**config.mk**
```make
export PLATFORM = sky130hd
export DESIGN_NAME = cpu_run_ctrl_flat
export DESIGN_NICKNAME = d
export VERILOG_FILES = /design/src/rtl/cpu_run_ctrl_if.sv /design/src/rtl/cpu_run_ctrl.sv /design/src/flat_wrapper.sv
export SDC_FILE = /design/constraint.sdc
export NUM_CORES = 1
export LEC_CHECK = 0
export BUFFER_PORTS_ARGS = -buffer_cell sky130_fd_sc_hd__buf_2
export CAP_MARGIN = 20
export CELL_PAD_IN_SITES_DETAIL_PLACEMENT = 0
export CELL_PAD_IN_SITES_GLOBAL_PLACEMENT = 1
export CORE_ASPECT_RATIO = 1.2
export CORE_MARGIN = 2
export CORE_UTILIZATION = 48
export CTS_BUF_LIST = sky130_fd_sc_hd__clkbuf_8
export CTS_CLUSTER_DIAMETER = 60
export DETAILED_ROUTE_END_ITERATION = 8
export PLACE_DENSITY_LB_ADDON = 0.1
export RECOVER_POWER = 100
export SYNTH_ARGS = -nofsm -noshare
export SYNTH_HDL_FRONTEND = slang
export SYNTH_SLANG_ARGS = --single-unit
export TNS_END_PERCENT = 20
```
**constraint.sdc**
```tcl
create_clock -name clk -period 2.97 [get_ports clk]
set_input_delay 0.297 -clock clk [delete_from_list [all_inputs] [get_ports clk]]
set_output_delay 0.297 -clock clk [all_outputs]
set_load 0.05 [all_outputs]
```
**src/rtl/cpu_run_ctrl_if.sv**
```systemverilog
// Run-control bundle between the slow-clock divider, board inputs and the core.
// The controller takes the slave side; the board/bench side takes master.
interface cpu_run_ctrl_if #(
    parameter int unsigned CNT_W = 32
);
    logic             tick_in;
    logic             run_sw;
    logic             step_btn;
    logic             halt_req;
    logic             cpu_en;
    logic             running;
    logic             halted;
    logic [CNT_W-1:0] cycle_count;

    modport slave (
        input  tick_in,
        input  run_sw,
        input  step_btn,
        input  halt_req,
        output cpu_en,
        output running,
        output halted,
        output cycle_count
    );

    modport master (
        output tick_in,
        output run_sw,
        output step_btn,
        output halt_req,
        input  cpu_en,
        input  running,
        input  halted,
        input  cycle_count
    );
endinterface

```
**src/rtl/cpu_run_ctrl.sv**
```systemverilog
// Converts the divider's slow square wave into single-clk core enables, with
// free-run / single-step / halt control and a saturating executed-cycle counter.
module cpu_run_ctrl #(
    parameter int unsigned DEBOUNCE_CYCLES = 1000000,
    parameter int unsigned DB_W            = 20,
    parameter int unsigned CNT_W           = 32
) (
    input  logic           clk,
    input  logic           rst,
    cpu_run_ctrl_if.slave  bus
);
    typedef enum logic [1:0] {IDLE, RUN, STEP_WAIT, HALTED} state_t;

    localparam logic [DB_W-1:0] DB_LAST = DB_W'(DEBOUNCE_CYCLES - 1);

    // Bit 0 carries the run switch, bit 1 the step button.
    logic [1:0]      sync1_q;
    logic [1:0]      sync2_q;
    logic [1:0]      db_q;
    logic [DB_W-1:0] dbcnt_q [2];
    logic            step_prev_q;
    logic            tick_dly_q;

    state_t          state_q;
    logic            cpu_en_q;
    logic [CNT_W-1:0] cnt_q;
    logic [CNT_W-1:0] cnt_d;

    logic            tick_rise;
    logic            step_pulse;
    logic            run_lvl;

    assign tick_rise  = bus.tick_in & ~tick_dly_q;
    assign run_lvl    = db_q[0];
    assign step_pulse = db_q[1] & ~step_prev_q;

    // tick_dly_q resets high so a tick already high at release is not an edge.
    always_ff @(posedge clk) begin
        if (rst) begin
            sync1_q     <= 2'b00;
            sync2_q     <= 2'b00;
            db_q        <= 2'b00;
            step_prev_q <= 1'b0;
            tick_dly_q  <= 1'b1;
            for (int i = 0; i < 2; i++) begin
                dbcnt_q[i] <= '0;
            end
        end else begin
            sync1_q     <= {bus.step_btn, bus.run_sw};
            sync2_q     <= sync1_q;
            step_prev_q <= db_q[1];
            tick_dly_q  <= bus.tick_in;
            for (int i = 0; i < 2; i++) begin
                if (sync2_q[i] == db_q[i]) begin
                    dbcnt_q[i] <= '0;
                end else if (dbcnt_q[i] == DB_LAST) begin
                    db_q[i]    <= ~db_q[i];
                    dbcnt_q[i] <= '0;
                end else begin
                    dbcnt_q[i] <= dbcnt_q[i] + 1'b1;
                end
            end
        end
    end

    always_ff @(posedge clk) begin
        if (rst) begin
            state_q  <= IDLE;
            cpu_en_q <= 1'b0;
        end else if (bus.halt_req && state_q != HALTED) begin
            state_q  <= HALTED;
            cpu_en_q <= 1'b0;
        end else begin
            case (state_q)
                IDLE: begin
                    cpu_en_q <= 1'b0;
                    if (run_lvl) begin
                        state_q <= RUN;
                    end else if (step_pulse) begin
                        state_q <= STEP_WAIT;
                    end
                end
                RUN: begin
                    if (!run_lvl) begin
                        state_q  <= IDLE;
                        cpu_en_q <= 1'b0;
                    end else begin
                        cpu_en_q <= tick_rise;
                    end
                end
                STEP_WAIT: begin
                    cpu_en_q <= tick_rise;
                    if (tick_rise) begin
                        state_q <= IDLE;
                    end
                end
                default: begin
                    cpu_en_q <= 1'b0;
                end
            endcase
        end
    end

    // Saturates at all-ones; only reset clears it, halting does not.
    always_comb begin
        cnt_d = cnt_q;
        if (cpu_en_q && cnt_q != {CNT_W{1'b1}}) begin
            cnt_d = cnt_q + 1'b1;
        end
    end

    always_ff @(posedge clk) begin
        if (rst) begin
            cnt_q <= '0;
        end else begin
            cnt_q <= cnt_d;
        end
    end

    assign bus.cpu_en      = cpu_en_q;
    assign bus.running     = (state_q == RUN);
    assign bus.halted      = (state_q == HALTED);
    assign bus.cycle_count = cnt_q;
endmodule

```
**src/flat_wrapper.sv**
```systemverilog
// flat-port wrapper written by rule: the top's interface ports become plain ports
module cpu_run_ctrl_flat 
#(
    parameter int unsigned DEBOUNCE_CYCLES = 1000000,
    parameter int unsigned DB_W            = 20,
    parameter int unsigned CNT_W           = 32
)
  (clk, rst, bus_tick_in, bus_run_sw, bus_step_btn, bus_halt_req, bus_cpu_en, bus_running, bus_halted, bus_cycle_count);
  cpu_run_ctrl_if #(.CNT_W(CNT_W)) bus_i ();
  input  logic clk;
  input  logic rst;
  input wire logic [$bits(bus_i.tick_in)-1:0] bus_tick_in;
  input wire logic [$bits(bus_i.run_sw)-1:0] bus_run_sw;
  input wire logic [$bits(bus_i.step_btn)-1:0] bus_step_btn;
  input wire logic [$bits(bus_i.halt_req)-1:0] bus_halt_req;
  output wire logic [$bits(bus_i.cpu_en)-1:0] bus_cpu_en;
  output wire logic [$bits(bus_i.running)-1:0] bus_running;
  output wire logic [$bits(bus_i.halted)-1:0] bus_halted;
  output wire logic [$bits(bus_i.cycle_count)-1:0] bus_cycle_count;
  assign bus_i.tick_in = bus_tick_in;
  assign bus_i.run_sw = bus_run_sw;
  assign bus_i.step_btn = bus_step_btn;
  assign bus_i.halt_req = bus_halt_req;
  assign bus_cpu_en = bus_i.cpu_en;
  assign bus_running = bus_i.running;
  assign bus_halted = bus_i.halted;
  assign bus_cycle_count = bus_i.cycle_count;
  cpu_run_ctrl #(.DEBOUNCE_CYCLES(DEBOUNCE_CYCLES), .DB_W(DB_W), .CNT_W(CNT_W)) u_core (.clk(clk), .rst(rst), .bus(bus_i));
endmodule
```
Word-level counts from Yosys, hierarchy flattened
Memory sizes are Yosys's and may differ from the RTL's. Index checks and enable logic that the tools add are counted.

Input port bits: 6. Memories: 1. RAM bits: 40. Register bits: 43. Latch bits: 0. Logic and storage cells: 85. Output and inout port bits: 35. Memory bits (read-only): 0.

Memories: u_core.dbcnt_q (depth 2, width 20, rd ports 2, clocked after Yosys merged registers in 0, wr ports 2, line cpu_run_ctrl.sv:20) `logic [DB_W-1:0] dbcnt_q [2];`.

Eq/ne operators: 12. Mux-type cells: 38. Multiply operators: 0. Bitwise operators: 14. Reduce and logical (&&, ||, !) cells: 8. Shifts and indexed selects: 0. Div/mod/pow operators: 0. $lt $le $gt $ge: 0. Add/sub/neg operators: 3.

Operators with widths (count): 20-bit 2-to-1 mux (6); 20-bit by 1-bit adder with 20-bit output, second input constant (2); 20-bit equality test, second input constant (2); 32-bit by 1-bit adder with 32-bit output, second input constant (1); 32-bit inequality test, second input constant (1); 1-bit 2-to-1 mux (25); 2-bit 2-to-1 mux (5); 1-bit inverter (6); 1-bit bitwise OR (6); 2-bit one-hot mux with 3 select lines (1); 2-bit equality test, second input constant (2); 4-bit by 1-bit inequality test with 1-bit output, second input constant (1); 2-bit AND reduction (2); 4-bit AND reduction (1); 4-bit nonzero test (1); 3-bit by 1-bit inequality test with 1-bit output, second input constant (1); 3-bit inequality test, second input constant (1); 1-bit AND (2); 1-bit equality test (2); 2-bit by 1-bit equality test with 1-bit output, second input constant (1); 1-bit logical AND (2); 2-bit logical NOT (1); 2-bit inequality test, second input constant (1); 1-bit one-hot mux with 2 select lines (1); 2-bit OR reduction (1).

Logic depth before layout (Yosys ltp)
Gate-level depths: netlist of the first run.

Depth after elaboration: 7. Gate-level depth with buffers: 8. Gate-level depth less buffers: 7.

Least setup slack after synthesis of the first run
Ideal clock, no wire load.

Path kind: register to register. From: register u_core.cnt_q[0], in the netlist u_core.bus.cycle_count[0]. To: register u_core.cnt_q[25], in the netlist u_core.bus.cycle_count[25]. Buffers on the path: 2. Cell stages (with the launch flop): 9. Path slack: 0.564 ns. Setup time: 0.070 ns. Arrival: 2.336 ns. Required time: 2.900 ns. Period minus slack after synthesis: 2.406 ns. Cell sequence: dfxtp_1 > ha_1 > and3_1 > buf_6 > and4_4 > buf_6 > a211o_1 > or4_1 > a21oi_1.

Word-level cells in the longest chain between the ends: 2. Elaborated cells between the ends (all ways): 3. Those cells by class: add/sub: 1; eq/ne: 1; reduce/logical: 1.

Ends and longest elaborated chain: start, declared (line cpu_run_ctrl.sv:26) `logic [CNT_W-1:0] cnt_q;`; start signal, assigned (line cpu_run_ctrl.sv:116) `cnt_q <= cnt_d;`; parallel branches: the longest is 2 deep, another holds 32-bit by 1-bit adder with 32-bit output.

Parallel ways; which one is timed is not known. A chain may end at the register's enable or synchronous reset.

Worst setup path after layout of the first run
Same ends and word-level chain as after synthesis.

==> impl_metrics.env, run 1 <==
export IMPL_power_density_nw_per_um2=457
export IMPL_cp_max_fo=11
export IMPL_setup_tns_ns=0
export IMPL_die_w_um=89.6
export IMPL_start_util_pct=49.3
export IMPL_diodes=0
export IMPL_final_min_clock_period_ns=2.38
export IMPL_antenna_found_initial=0
export IMPL_ys_seq_elements=83
export IMPL_setup_viol=0
export IMPL_core_area_um2=8560
export IMPL_worst_slew_pin_slew_ns=1.35
export IMPL_regArea_um2=2060
export IMPL_worstSetupPathType="reg2reg"
export IMPL_firstDrtPassIters=6
export IMPL_synth_avg_cell_area_um2=9.59
export IMPL_finalClockSkew_ns=0.00783
export IMPL_grt_pass1_vias=3069
export IMPL_fin_nets=529
export IMPL_holdWs_ns=0.162
export IMPL_fmax_mhz=420
export IMPL_die_area_um2=9560
export IMPL_path_clk_slew_ns=0.08
export IMPL_hold_violations=0
export IMPL_drv_slew=0
export IMPL_worstPathArrival_ns=2.65
export IMPL_rsz0062_at_grt="false"
export IMPL_fillers=826
export IMPL_via_count=3295
export IMPL_globalRouteTotalUtil_pct=18.0
export IMPL_yosys_cell_types_count=47
export IMPL_fin_crit_sh_pct=80.2
export IMPL_fin_util_pct=55.9
export IMPL_cts_buffers=9
export IMPL_ant_nets=0
export IMPL_status="finished, final reports clean"
export IMPL_ctsHoldBuffers=0
export IMPL_dpl_cell_count=622
export IMPL_port_buffer_count=40
export IMPL_post_dp_cell_area_um2=4640
export IMPL_place_ws_ns=0.676
export IMPL_netlist_area_um2=4220
export IMPL_synth_cells=440
export IMPL_multi_input_comb_area_um2=2180
export IMPL_wire_per_inst_um=12.8
export IMPL_clock_latency_ns=0.35
export IMPL_grt_max_degree=32
export IMPL_cp_end_kind="register"
export IMPL_num_rows=37
export IMPL_irDropWorstVdd_mv=0.201
export IMPL_clock_root_buffer="clkbuf_8"
export IMPL_finalWirelength_mm=8.16
export IMPL_drtIter0Drc=156
export IMPL_hold_class="in2reg"
export IMPL_dp_hpwl_mm=5.86
export IMPL_io_pin_count=41
export IMPL_cts_setup_buffers=0
export IMPL_fin_area_um2=4790
export IMPL_ys_warn_count=0
export IMPL_vias_per_cell=5.16
export IMPL_synth_seq_area_share_pct=48.8
export IMPL_fp_dieH_um=107
export IMPL_finalWeightedCongestion=0.794
export IMPL_clock_path_buffers=2
export IMPL_power_mw=2.19
export IMPL_cts_tree="yes"
export IMPL_worstPathRequired_ns=3.23
export IMPL_p_leak_nw=1.62
export IMPL_cts_max_level=3
export IMPL_maxCapViolCount=0
export IMPL_synthToLayoutAreaGrowth_pct=13.5
export IMPL_postCtsResizedCells=0
export IMPL_drive_above_1_share_pct=4.99
export IMPL_worst_setup_path_start_kind="register"
export IMPL_timing_slew_headroom_pct=10.3
export IMPL_instances_no_fill=638
export IMPL_cts_sink_count=83
export IMPL_grt_pass1_wl_mm=13.8
export IMPL_drc=0
export IMPL_fin_ws_ns=0.587
export IMPL_grt_overflow=0
==> logic make-up (layout without fill, tap and decap cells) <==
logic type                 count (synthesis)  in the layout  share of synthesized area [%]
and+or+nand+nor                          218            218                           26.5
DFF                                       83             83                           48.8
xor gates and xnor gates                  55             55                           11.4
AOI/OAI and AO/OA                         46             46                           6.88
buffers and inverters                     24             66                           2.79
adders and majority gates                  7              7                           2.07
muxes                                      6              6                           1.45
other                                      1             40                         0.0888
==> layout make-up <==
cell class	instances	area share, %
clock buffers	15	4.31
flip-flops and latches	83	43.0
inverters	8	0.627
repair buffers	42	3.40
multi-input cells	372	45.5
well taps	117	3.06
clock inverters	1	0.0783
==> per-layer routing <==
layer,routed length (um),track usage (%),vias to the layer above
li1,-,-,1685
met1,3890,23.1,1550
met2,3940,29.5,54
met3,259,3.31,6
met4,68,7.36,0
met5,0,0,-
==> worst max-delay path, cell delays in order (launching register included) <==
cell and delay, ns:
dfxtp_1 0.36, ha_1 0.24, and3_1 0.28, and4_1 0.38
a211o_1 0.41, or4_1 0.49, a21oi_1 0.14
==> synthesized netlist by cell type (all sizes together) <==
cell type | n | area share (%)
a2111o | 1 | 0.27
a2111oi | 2 | 0.56
a211o | 1 | 0.21
a211oi | 4 | 0.71
a21oi | 18 | 2.1
a311oi | 1 | 0.21
a31o | 2 | 0.42
a31oi | 4 | 0.59
and2 | 3 | 0.44
and3 | 14 | 2.1
and4 | 11 | 2.4
buf | 6 | 1.0
clkbuf | 9 | 0.83
conb | 1 | 0.089
dfxtp | 43 | 20
dlygate4sd1 | 1 | 0.21
edfxtp | 40 | 28
ha | 7 | 2.1
inv | 8 | 0.71
mux2 | 1 | 0.27
mux2i | 5 | 1.2
nand2 | 28 | 2.5
nand2b | 4 | 0.59
nand3 | 25 | 3.0
nand3b | 1 | 0.18
nand4 | 19 | 2.8
nor2 | 72 | 6.4
nor2b | 8 | 1.2
nor3 | 9 | 1.1
nor4 | 9 | 1.3
nor4b | 2 | 0.42
o21ai | 9 | 1.1
o31ai | 4 | 0.71
or2 | 1 | 0.15
or3 | 9 | 1.4
or4 | 3 | 0.53
xnor2 | 32 | 6.6
xor2 | 23 | 4.8
==> registers in the layout (all words and copies together), names as in the netlist <==
signal,cells
u_core.db_q,2
u_core.tick_dly_q,1
u_core.bus.cycle_count,32
u_core.step_prev_q,1
u_core.state_q,2
u_core.sync1_q,2
u_core.dbcnt_q,40
u_core.bus.cpu_en,1
u_core.sync2_q,2
==> worst paths after layout <==
| kind | from | to | slack, ns | cells after the start |
|---|---|---|---|---|
| hold reg to reg | u_core.sync1_q[1] | u_core.sync2_q[1] | 0.45 | 1 |
| hold / removal | bus_tick_in | u_core.tick_dly_q | 0.16 | 2 |
| setup reg to reg | u_core.bus.cycle_count[0] | u_core.bus.cycle_count[25] | 0.59 | 6 |
| setup / recovery | u_core.bus.cycle_count[0] | u_core.bus.cycle_count[25] | 0.59 | 6 |
==> layout by cell type, fill, tap and decap left out, types with 2 or more instances in the layout <==
cell	count
nor4b_1	2
a2111oi_0	2
nand4_1	19
nand3_1	25
nor3_1	9
or3_1	7
a21oi_1	18
xnor2_1	32
or3_2	2
nor2b_1	8
o21ai_0	9
and2_1	2
conb_1	40
mux2i_1	5
and4_1	9
nand2_1	28
nor4_1	9
clkbuf_8	15
buf_2	4
edfxtp_1	40
inv_1	9
a31oi_1	4
o31ai_1	4
or4_1	3
nand2b_1	4
xor2_1	23
a211oi_1	4
and3_1	14
ha_1	7
nor2_1	72
clkbuf_1	38
dfxtp_1	43
==> where the power goes <==
| part | switching, mW | total [mW] | internal [mW] |
|---|---|---|---|
| sequential | 0.0315 | 1.26 | 1.23 |
| combinational | 0.0650 | 0.103 | 0.0382 |
| clock | 0.388 | 0.828 | 0.440 |
Note: power is estimated with default switching activity, not from simulation.
==> run 2, diff against run 1 <==
clock period = 2.2 ns   (was 2.97 ns; I/O delays follow)
==> impl_metrics.env, run 2 (synthesized netlist as in run 1, its figures left out) <==
export IMPL_grt_overflow=0
export IMPL_multi_input_comb_area_um2=2200
export IMPL_drtIter0Drc=136
export IMPL_cts_sink_count=83
export IMPL_cts_setup_buffers=0
export IMPL_port_buffer_count=40
export IMPL_num_rows=37
export IMPL_status="finished, final reports clean"
export IMPL_cts_buffers=9
export IMPL_timing_slew_headroom_pct=32.4
export IMPL_finalWeightedCongestion=0.798
export IMPL_worstPathArrival_ns=2.40
export IMPL_drc=0
export IMPL_diodes=0
export IMPL_maxCapViolCount=0
export IMPL_synthToLayoutAreaGrowth_pct=16.4
export IMPL_drv_slew=0
export IMPL_worst_setup_path_start_kind="register"
export IMPL_antenna_found_initial=0
export IMPL_start_util_pct=49.3
export IMPL_fillers=844
export IMPL_regMostFlops="u_core.dbcnt_q"
export IMPL_dp_hpwl_mm=6.10
export IMPL_ant_nets=0
export IMPL_fin_util_pct=57.4
export IMPL_firstDrtPassIters=4
export IMPL_post_dp_cell_area_um2=4770
export IMPL_wire_per_inst_um=13.1
export IMPL_grt_max_degree=24
export IMPL_die_w_um=89.6
export IMPL_cts_max_level=3
export IMPL_drive_above_1_share_pct=8.26
export IMPL_grt_pass1_wl_mm=14.3
export IMPL_regArea_um2=2070
export IMPL_finalClockSkew_ns=0.0112
export IMPL_cts_tree="yes"
export IMPL_layout_commonest_cell="nor2_1"
export IMPL_via_count=3402
export IMPL_clock_path_buffers=2
export IMPL_globalRouteTotalUtil_pct=19.3
export IMPL_place_ws_ns=0.118
export IMPL_fin_nets=541
export IMPL_clock_latency_ns=0.37
export IMPL_fin_ws_ns=0.0953
export IMPL_power_density_nw_per_um2=600
export IMPL_io_pin_count=41
export IMPL_fmax_mhz=475
export IMPL_setup_viol=0
export IMPL_setup_tns_ns=0
export IMPL_worstSetupPathType="reg2reg"
export IMPL_hold_violations=0
export IMPL_finalWirelength_mm=8.53
export IMPL_largest_reg_flops=40
export IMPL_cp_end_kind="register"
export IMPL_fp_dieH_um=107
export IMPL_hold_class="in2reg"
export IMPL_path_clk_slew_ns=0.09
export IMPL_worstPathRequired_ns=2.50
export IMPL_clock_root_buffer="clkbuf_8"
export IMPL_grt_pass1_vias=3157
export IMPL_p_leak_nw=1.69
export IMPL_layout_common_cells="nor2_1 (72), edfxtp_1 (40), conb_1 (40), clkbuf_1 (38), dfxtp_1 (38)"
export IMPL_core_area_um2=8560
export IMPL_ctsHoldBuffers=0
export IMPL_die_area_um2=9560
export IMPL_final_min_clock_period_ns=2.10
export IMPL_worst_slew_pin_slew_ns=1.01
export IMPL_power_mw=2.95
export IMPL_fin_crit_sh_pct=95.7
export IMPL_postCtsResizedCells=0
export IMPL_rsz0062_at_grt="false"
export IMPL_fin_area_um2=4910
export IMPL_cp_max_fo=11
export IMPL_vias_per_cell=5.23
export IMPL_irDropWorstVdd_mv=0.240
-- run 2: changes by cell type in the layout (fill, tap and decap cells not counted), moves of 2 or more --
cell / change
buf_4: +10
dfxtp_1: -5
clkbuf_8: -4
dfxtp_2: +3
dfxtp_4: +2
inv_1: +2
-- run 2: path summary, 6_finish.rpt --
kind | start | endpoint | slack, ns | cells past startpoint
min reg2reg | u_core.sync1_q[0] | u_core.sync2_q[0] | 0.45 | 1
max | u_core.bus.cycle_count[0] | u_core.bus.cycle_count[25] | 0.1 | 6
max reg2reg | u_core.bus.cycle_count[0] | u_core.bus.cycle_count[25] | 0.1 | 6
min | bus_tick_in | u_core.tick_dly_q | 0.06 | 2
-- run 2: metal layers --
| metal | vias up | GRT usage (%) | wire (um) | part of all wire, % |
|---|---|---|---|---|
| met5 | - | 0 | 0 | 0 |
| met3 | 13 | 4.16 | 275 | 3.2 |
| li1 | 1712 | - | - | - |
| met2 | 57 | 31.8 | 4240 | 50 |
| met4 | 0 | 9.06 | 201 | 2.4 |
| met1 | 1620 | 23.5 | 3810 | 45 |
-- run 2: critical path, cell delays in order (launching register included) --
cell and delay [ns]:
dfxtp_4 0.37, ha_4 0.16, and3_1 0.18, and4_4 0.23
a211o_1 0.42, or4_1 0.52, a21oi_1 0.15
-- run 2: layout make-up --
cell class / count / share of cell area, %
Multi-Input combinational cell: 372 / 44.8
Clock buffer: 11 / 3.08
Timing Repair Buffer: 54 / 5.40
Tap cell: 117 / 2.98
Clock inverter: 5 / 0.942
Inverter: 8 / 0.611
Sequential cell: 83 / 42.2
-- run 2: stage by stage --
step / hold WS [ns] / std cells
after floorplan: 0.327 / 479
after global placement: 0.419 / 634
after detailed placement: 0.427 / 634
after CTS: 0.0398 / 650
after global routing: 0.0528 / 650
final: 0.0555 / 650
-- run 2: power breakdown --
group          switching (mW)  leakage (nW)  total (mW)  internal [mW]
combinational          0.0902         0.812       0.145         0.0551
sequential             0.0403         0.764        1.69           1.65
clock                   0.536         0.113        1.11          0.573
